===== src/rtl/c2h_byp_pkg.sv =====
// Shared types and constants for the C2H descriptor-bypass router.
// Latency: n/a (types only).
// Backpressure: n/a. The qid width is fixed here because it sizes the packed structs.
package c2h_byp_pkg;

  localparam int QID_W  = 11;
  localparam int FUNC_W = 8;
  localparam int CIDX_W = 16;
  localparam int PORT_W = 3;
  localparam int LEN_W  = 28;

  // Bit positions inside the 256-bit bypass descriptor
  localparam int ADDR_LSB = 0;
  localparam int LEN_LSB  = 64;
  localparam int SDI_BIT  = 94;
  localparam int WADR_LSB = 128;

  typedef enum logic [1:0] {
    BYP_NONE = 2'b00,
    BYP_CSH  = 2'b01,
    BYP_SIM  = 2'b10
  } byp_mode_e;

  typedef enum logic [1:0] {
    FENCE_IDLE,
    FENCE_DRAIN,
    FENCE_RESP
  } fence_state_e;

  typedef struct packed {
    logic [255:0]       dsc;
    logic               mrkr_rsp;
    logic               st_mm;
    logic [1:0]         dsc_sz;
    logic [QID_W-1:0]   qid;
    logic               error;
    logic [FUNC_W-1:0]  func;
    logic [CIDX_W-1:0]  cidx;
    logic [PORT_W-1:0]  port_id;
  } c2h_byp_out_t;

  typedef struct packed {
    logic [63:0]        radr;
    logic [63:0]        wadr;
    logic [LEN_W-1:0]   len;
    logic               mrkr_req;
    logic               sdi;
    logic [QID_W-1:0]   qid;
    logic               error;
    logic [FUNC_W-1:0]  func;
    logic [CIDX_W-1:0]  cidx;
    logic [PORT_W-1:0]  port_id;
    logic               no_dma;
  } c2h_byp_mm_t;

  typedef struct packed {
    logic [63:0]        addr;
    logic [QID_W-1:0]   qid;
    logic               error;
    logic [FUNC_W-1:0]  func;
    logic [PORT_W-1:0]  port_id;
  } c2h_byp_st_t;

endpackage


===== src/rtl/c2h_byp_fifo.sv =====
// First-word-fall-through FIFO of DEPTH entries of type T, with full/empty flags.
// Latency: a push in cycle N is visible on dout with empty=0 in N+1.
// Backpressure: push ignored when full, pop ignored when empty; a pop frees space only from the next cycle.
module c2h_byp_fifo #(
  parameter int  DEPTH = 4,
  parameter type T     = logic
) (
  input  logic clk,
  input  logic rst_n,
  input  logic push,
  input  T     din,
  input  logic pop,
  output T     dout,
  output logic full,
  output logic empty
);

  localparam int PW = (DEPTH > 1) ? $clog2(DEPTH) : 1;
  localparam int CW = $clog2(DEPTH) + 1;

  T              mem [DEPTH];
  logic [PW-1:0] wr_ptr;
  logic [PW-1:0] rd_ptr;
  logic [CW-1:0] cnt;
  logic          wr_en;
  logic          rd_en;

  assign wr_en = push & ~full;
  assign rd_en = pop & ~empty;

  // Storage array; contents are don't-care until written, so no reset
  always_ff @(posedge clk) begin
    if (wr_en) mem[wr_ptr] <= din;
  end

  // Pointers and occupancy; DEPTH is a power of two so pointers wrap naturally
  always_ff @(posedge clk or negedge rst_n) begin
    if (!rst_n) begin
      wr_ptr <= '0;
      rd_ptr <= '0;
      cnt    <= '0;
    end else begin
      if (wr_en) wr_ptr <= wr_ptr + PW'(1);
      if (rd_en) rd_ptr <= rd_ptr + PW'(1);
      case ({wr_en, rd_en})
        2'b10:   cnt <= cnt + CW'(1);
        2'b01:   cnt <= cnt - CW'(1);
        default: cnt <= cnt;
      endcase
    end
  end

  assign full  = (cnt == CW'(DEPTH));
  assign empty = (cnt == '0);
  assign dout  = mem[rd_ptr];

endmodule


===== src/rtl/c2h_dsc_byp_router.sv =====
// Steers C2H bypass-out descriptors into MM / ST-cache / ST-simple FIFOs; markers fence their path.
// Latency: accepted in N -> path vld in N+1; marker response earliest N+2, next accept N+3.
// Backpressure: byp_out_rdy low when target FIFO full or a marker is draining. Stats: C2H_BYP_STATS_EN.
module c2h_dsc_byp_router
  import c2h_byp_pkg::*;
#(
  parameter int DEPTH = 4
`ifdef C2H_BYP_STATS_EN
  , parameter int CNT_W = 32
`endif
) (
  input  logic         axi_aclk,
  input  logic         axi_aresetn,
  input  logic [1:0]   c2h_dsc_bypass,
  input  logic         c2h_mm_marker_req,
  input  c2h_byp_out_t byp_out,
  input  logic         byp_out_vld,
  output logic         byp_out_rdy,
  output c2h_byp_mm_t  mm_out,
  output logic         mm_vld,
  input  logic         mm_rdy,
  output c2h_byp_st_t  csh_out,
  output logic         csh_vld,
  input  logic         csh_rdy,
  output c2h_byp_st_t  sim_out,
  output logic         sim_vld,
  input  logic         sim_rdy,
  output logic         c2h_mm_marker_rsp,
  output logic         c2h_st_marker_rsp
`ifdef C2H_BYP_STATS_EN
  , output logic [CNT_W-1:0] cnt_mm
  , output logic [CNT_W-1:0] cnt_csh
  , output logic [CNT_W-1:0] cnt_sim
  , output logic [CNT_W-1:0] cnt_drop
`endif
);

  fence_state_e state_q, state_d;
  logic         mrk_st_mm_q;
  logic         is_mrk, mode_csh, mode_sim;
  logic         cls_mm, cls_csh, cls_sim, cls_drop, space_ok, acc;
  logic         push_mm, push_csh, push_sim, drain_done;
  logic         mm_full, mm_empty, csh_full, csh_empty, sim_full, sim_empty;
  c2h_byp_mm_t  mm_din, mm_dout;
  c2h_byp_st_t  st_din, csh_dout, sim_dout;
  logic         unused_bits;

  // Only some descriptor bits feed the output formats
  assign unused_bits = ^{byp_out.dsc, byp_out.dsc_sz};

  // Classify the presented beat and decide whether it can be taken this cycle
  always_comb begin
    is_mrk   = byp_out.mrkr_rsp;
    mode_csh = (c2h_dsc_bypass == BYP_CSH);
    mode_sim = (c2h_dsc_bypass == BYP_SIM);
    cls_mm   = ~is_mrk & (mode_csh | mode_sim) & byp_out.st_mm;
    cls_csh  = ~is_mrk & mode_csh & ~byp_out.st_mm;
    cls_sim  = ~is_mrk & mode_sim & ~byp_out.st_mm;
    cls_drop = ~is_mrk & ~(cls_mm | cls_csh | cls_sim);
    space_ok = is_mrk | cls_drop | (cls_mm & ~mm_full)
             | (cls_csh & ~csh_full) | (cls_sim & ~sim_full);
  end

  assign byp_out_rdy = (state_q == FENCE_IDLE) & space_ok;
  assign acc         = byp_out_vld & byp_out_rdy;
  assign push_mm     = acc & cls_mm;
  assign push_csh    = acc & cls_csh;
  assign push_sim    = acc & cls_sim;

  // Reformat the descriptor into the MM and ST bypass-in layouts
  always_comb begin
    mm_din          = '0;
    mm_din.radr     = byp_out.dsc[ADDR_LSB +: 64];
    mm_din.wadr     = byp_out.dsc[WADR_LSB +: 64];
    mm_din.len      = byp_out.dsc[LEN_LSB +: LEN_W];
    mm_din.sdi      = byp_out.dsc[SDI_BIT];
    mm_din.qid      = byp_out.qid;
    mm_din.error    = byp_out.error;
    mm_din.func     = byp_out.func;
    mm_din.cidx     = byp_out.cidx;
    mm_din.port_id  = byp_out.port_id;
    st_din          = '0;
    st_din.addr     = byp_out.dsc[ADDR_LSB +: 64];
    st_din.qid      = byp_out.qid;
    st_din.error    = byp_out.error;
    st_din.func     = byp_out.func;
    st_din.port_id  = byp_out.port_id;
  end

  c2h_byp_fifo #(.DEPTH(DEPTH), .T(c2h_byp_mm_t)) u_mm_fifo (
    .clk(axi_aclk), .rst_n(axi_aresetn), .push(push_mm), .din(mm_din),
    .pop(mm_vld & mm_rdy), .dout(mm_dout), .full(mm_full), .empty(mm_empty));

  c2h_byp_fifo #(.DEPTH(DEPTH), .T(c2h_byp_st_t)) u_csh_fifo (
    .clk(axi_aclk), .rst_n(axi_aresetn), .push(push_csh), .din(st_din),
    .pop(csh_vld & csh_rdy), .dout(csh_dout), .full(csh_full), .empty(csh_empty));

  c2h_byp_fifo #(.DEPTH(DEPTH), .T(c2h_byp_st_t)) u_sim_fifo (
    .clk(axi_aclk), .rst_n(axi_aresetn), .push(push_sim), .din(st_din),
    .pop(sim_vld & sim_rdy), .dout(sim_dout), .full(sim_full), .empty(sim_empty));

  assign mm_vld  = ~mm_empty;
  assign csh_vld = ~csh_empty;
  assign sim_vld = ~sim_empty;
  assign csh_out = csh_dout;
  assign sim_out = sim_dout;

  // MM marker request is not queued; it rides alongside the FIFO head
  always_comb begin
    mm_out          = mm_dout;
    mm_out.mrkr_req = c2h_mm_marker_req;
  end

  // Fence state register; the marker's ST/MM flag selects which path it waits on
  always_ff @(posedge axi_aclk or negedge axi_aresetn) begin
    if (!axi_aresetn) begin
      state_q     <= FENCE_IDLE;
      mrk_st_mm_q <= 1'b0;
    end else begin
      state_q <= state_d;
      if (acc & is_mrk) mrk_st_mm_q <= byp_out.st_mm;
    end
  end

  // Fence next state: hold intake until the fenced path(s) have fully drained
  always_comb begin
    state_d    = state_q;
    drain_done = mrk_st_mm_q ? mm_empty : (csh_empty & sim_empty);
    case (state_q)
      FENCE_IDLE:  if (acc & is_mrk) state_d = FENCE_DRAIN;
      FENCE_DRAIN: if (drain_done) state_d = FENCE_RESP;
      FENCE_RESP:  state_d = FENCE_IDLE;
      default:     state_d = FENCE_IDLE;
    endcase
  end

  assign c2h_mm_marker_rsp = (state_q == FENCE_RESP) &  mrk_st_mm_q;
  assign c2h_st_marker_rsp = (state_q == FENCE_RESP) & ~mrk_st_mm_q;

`ifdef C2H_BYP_STATS_EN
  // Saturating per-class counters of accepted descriptors; markers are not counted
  always_ff @(posedge axi_aclk or negedge axi_aresetn) begin
    if (!axi_aresetn) begin
      cnt_mm   <= '0;
      cnt_csh  <= '0;
      cnt_sim  <= '0;
      cnt_drop <= '0;
    end else begin
      if (push_mm  && cnt_mm  != '1) cnt_mm  <= cnt_mm  + CNT_W'(1);
      if (push_csh && cnt_csh != '1) cnt_csh <= cnt_csh + CNT_W'(1);
      if (push_sim && cnt_sim != '1) cnt_sim <= cnt_sim + CNT_W'(1);
      if (acc && cls_drop && cnt_drop != '1) cnt_drop <= cnt_drop + CNT_W'(1);
    end
  end
`endif

endmodule


===== config.mk =====
export PLATFORM = sky130hd
export DESIGN_NAME = c2h_dsc_byp_router
export DESIGN_NICKNAME = d
export VERILOG_FILES = /design/src/rtl/c2h_byp_pkg.sv /design/src/rtl/c2h_byp_fifo.sv /design/src/rtl/c2h_dsc_byp_router.sv
export SDC_FILE = /design/constraint.sdc
export NUM_CORES = 1
export LEC_CHECK = 0
export ABC_AREA = 1
export BUFFER_PORTS_ARGS = -buffer_cell sky130_fd_sc_hd__buf_2
export CELL_PAD_IN_SITES_DETAIL_PLACEMENT = 0
export CELL_PAD_IN_SITES_GLOBAL_PLACEMENT = 2
export CORE_MARGIN = 5
export CORE_UTILIZATION = 44
export DETAILED_ROUTE_END_ITERATION = 7
export PLACE_DENSITY_LB_ADDON = 0.25
export SLEW_MARGIN = 25
export SYNTH_ARGS = -nofsm -noshare
export SYNTH_HDL_FRONTEND = slang
export SYNTH_SLANG_ARGS = --single-unit
export TNS_END_PERCENT = 100

===== constraint.sdc =====
create_clock -name axi_aclk -period 15.3 [get_ports axi_aclk]
set_input_delay 3.06 -clock axi_aclk [delete_from_list [all_inputs] [get_ports axi_aclk]]
set_output_delay 3.06 -clock axi_aclk [all_outputs]
set_load 0.01 [all_outputs]

==> reports/qor.txt <==
Status - completed
Post-layout min period - 8.151 ns
Comb pwr share - 0.311
Peak VDD IR - 0.0001445 V
GRT overflow - 0
DIE WIDTH - 366.8 um
Fmax achieved - 122.7 MHz
Most used cell, CP - buf_4
Initial Util - 0.4410
Gpl congestion - 0.7438
P&R area growth vs syn - 16.88%
Worst path required time - 12.24 ns
Flop and latch count out of synthesis - 1,504
Clock Power Share - 0.298
Post-route ant nets - 0
Pwr Density - 186.6 mW/mm2
CTS root buf - clkbuf_16
Num rows - 131
Yosys warns - 0
Syn Nets - 4,098
CP endpoint - mm_out[36]
Via count - 33,047
Count of cell types in the netlist - 29
Skew-Pair Late Insertion Delay - 0.77 ns
FF-to-FF setup slack - 11.30 ns
Crit. path cell count - 6
Die Y - 366.8 um
Port buffer count - 581
Layout cells sized above 1 - 0.1996
Drt total wl - 146.5 mm
MaxCap Viol Count - 0
First-pass DRT Iterations - 6
CTS buffer count - 159
# nets final - 4,648
Final period util - 0.5327
Vias in the first global route - 31,804
Cell accounting for the most synthesized area - edfxtp_1
Post-synth top area share - 0.7934
Sequential share of power - 0.391
Worst r2r dst - u_mm_fifo.mem[3][33]
Clk_skew - 0.02694 ns
Internal cell power - 7.864 mW
Crit. End Element - output pin
Final setup violation count - 0
First-pass GRT wire length - 214.4 mm
Critical Path Max Stage Delay - 0.96 ns
Mapped Cells - 3,770
Core area - 0.1270 mm2
Pins Over Slew Limit - 0
Worst min-delay path class - reg2reg
DP HPWL - 83.67 mm
RSZ-0062 raised after global routing - no
Die area - 0.1345 mm2
Syn Area/Cell - 14.86 um2
Relative slew slack - 0.2506
Reg clk slew, reported paths - 0.06 ns
Sequential area share after synthesis - 0.8041
Initial antenna violation count - 17
Leak Pwr - 21.84 nW
Critical Setup Path Class - reg2out
Wirelength per Cell - 23.91 um
CTS max path bufs - 3
H-tree depth - 4
DR iter-0 viols - 2,567
# clock sinks - 1,504
DR vias/cell - 5.393
Hold violation count in the final report - 0
Reg2Reg Depth - 6
Setup Buffers After CTS - 0
Leading cell type in the layout, fill and taps excluded - edfxtp_1
Largest net degree at the start of global routing - 139
CP Max Fanout - 88
GRT Util Overall - 0.2131
Largest cells by area after synthesis - edfxtp_1 79%, o21ai_0 6.4%, nor2_1 5.2%, o22ai_1 4.1%, dfrtp_1 1.1%
CTS tree - yes
IO Pins - 686
Crit path DAT - 5.09 ns
Fillcell total - 10,696
Top delay family on crit path - buffers and inverters
Critical Path Start - u_mm_fifo.rd_ptr[0]
Net Switching - 4.349 mW
Worst Max-Slew Pin Slew - 1.124 ns
Cell Area, Synth - 0.05602 mm2
DRC Markers - 0
Switching share of total power - 0.3561
R2R Path Start - state_q[1]
Setup tns final - 0 ns
Post_cts resized - 0
CP max stage cell - dfrtp_4
Worst setup SP type - flip-flop
Design Power - 12.21 mW
Most frequent cells in the layout - 1,480 x edfxtp_1, 757 x nor2_1, 718 x o21ai_0, 581 x buf_2, 370 x o22ai_1
Hold Buf Count CTS - 0
WP buf/inv - 4
Critical-path cell list - buf_4, buf_4, buf_4, o21ai_0, o22ai_1, buf_2
[registers in the layout, indices dropped and copies added (netlist names)]
name / flops
u_mm_fifo.mem: 784
u_csh_fifo.mem: 348
u_sim_fifo.mem: 348
u_csh_fifo.cnt: 3
u_mm_fifo.cnt: 3
u_sim_fifo.cnt: 3
state_q: 2
u_csh_fifo.rd_ptr: 2
u_csh_fifo.wr_ptr: 2
u_mm_fifo.rd_ptr: 2
u_mm_fifo.wr_ptr: 2
u_sim_fifo.rd_ptr: 2
u_sim_fifo.wr_ptr: 2
mrk_st_mm_q: 1
[routing by layer]
layer,vias to the layer above,part of all wire,routed length (um),GRT usage
met1,16614,0.42,61810,0.2810
met5,-,0.00044,65,0
met2,859,0.48,70500,0.3490
met3,184,0.076,11090,0.06301
li1,15378,-,-,-
met4,12,0.021,3075,0.05649
[Yosys cell counts]
cell type and instances:
nand2_2 4, nand3_1 6, buf_4 13, fa_1 3, o22ai_1 370, ha_1 17
o21ai_1 29, edfxtp_1 1480, buf_2 103, xor2_1 6, nor2_2 1, o21ai_0 718
nand4_1 6, nor2_1 769, nand4_4 4, conb_1 1, inv_1 42, inv_2 6
nor3_1 5, buf_6 4, nand3_2 1, a21oi_1 4, inv_4 1, nand2_1 22
dfrtp_1 24, nor2_4 2, clkbuf_1 116, xnor2_1 4, clkbuf_2 9
[power by group through the flow]
stage | clock [mW] | sequential [mW] | combinational, mW
finish | 3.64 | 4.78 | 3.80
global route | 3.91 | 4.79 | 4.19
floorplan | 0 | 4.74 | 2.23
CTS | 3.73 | 4.78 | 3.88
global placement | 0 | 4.87 | 3.86
detailed placement | 0 | 4.87 | 3.87
[worst min-delay path by stage]
| stage | startpoint | to | slack, ns | cells after the start |
|---|---|---|---|---|
| after floorplan | u_csh_fifo.cnt[0] | u_csh_fifo.cnt[0] | 0.45 | 1 |
| after global placement | u_csh_fifo.cnt[0] | u_csh_fifo.cnt[0] | 0.46 | 1 |
| after detailed placement | u_csh_fifo.cnt[0] | u_csh_fifo.cnt[0] | 0.47 | 1 |
| after CTS | u_csh_fifo.cnt[0] | u_csh_fifo.cnt[0] | 0.48 | 1 |
| after global routing | u_mm_fifo.cnt[0] | u_mm_fifo.cnt[0] | 0.50 | 1 |
| final | u_csh_fifo.cnt[0] | u_csh_fifo.cnt[0] | 0.48 | 1 |
[stage by stage]
step,utilization,setup slack (ns),hold WS [ns],cell area [um2],cells
3_5_place_dp,0.4757,7.893,0.4679,60430,5819
5_1_grt,0.5151,6.899,0.4953,65430,6111
3_3_place_gp,0.4757,7.886,0.4629,60430,5819
6_report,0.5154,7.149,0.4770,65470,6128
4_1_cts,0.5146,7.090,0.4793,65360,6105
2_1_floorplan,-,2.412,0.4465,56020,3770
[cells by family after synthesis]
group | synth area share
compound gates | 0.1084
xor+xnor | 0.001563
fa+ha+maj | 0.004869
buf+inv | 0.02365
flops | 0.8041
other cells | 0.00006694
simple gates | 0.05732
[final cells by class]
type / count / area, um2 / area share
flip-flops and latches: 1504 / 45070 / 0.6883
multi-input cells: 1972 / 9738 / 0.1487
clock buffers: 200 / 4207 / 0.06425
repair buffers: 634 / 3383 / 0.05168
well taps: 1662 / 2079 / 0.03176
clock inverters: 86 / 729.5 / 0.01114
inverters: 49 / 215.2 / 0.003287
diodes: 21 / 52.55 / 0.0008027
Power figures use the tool's default switching activity.
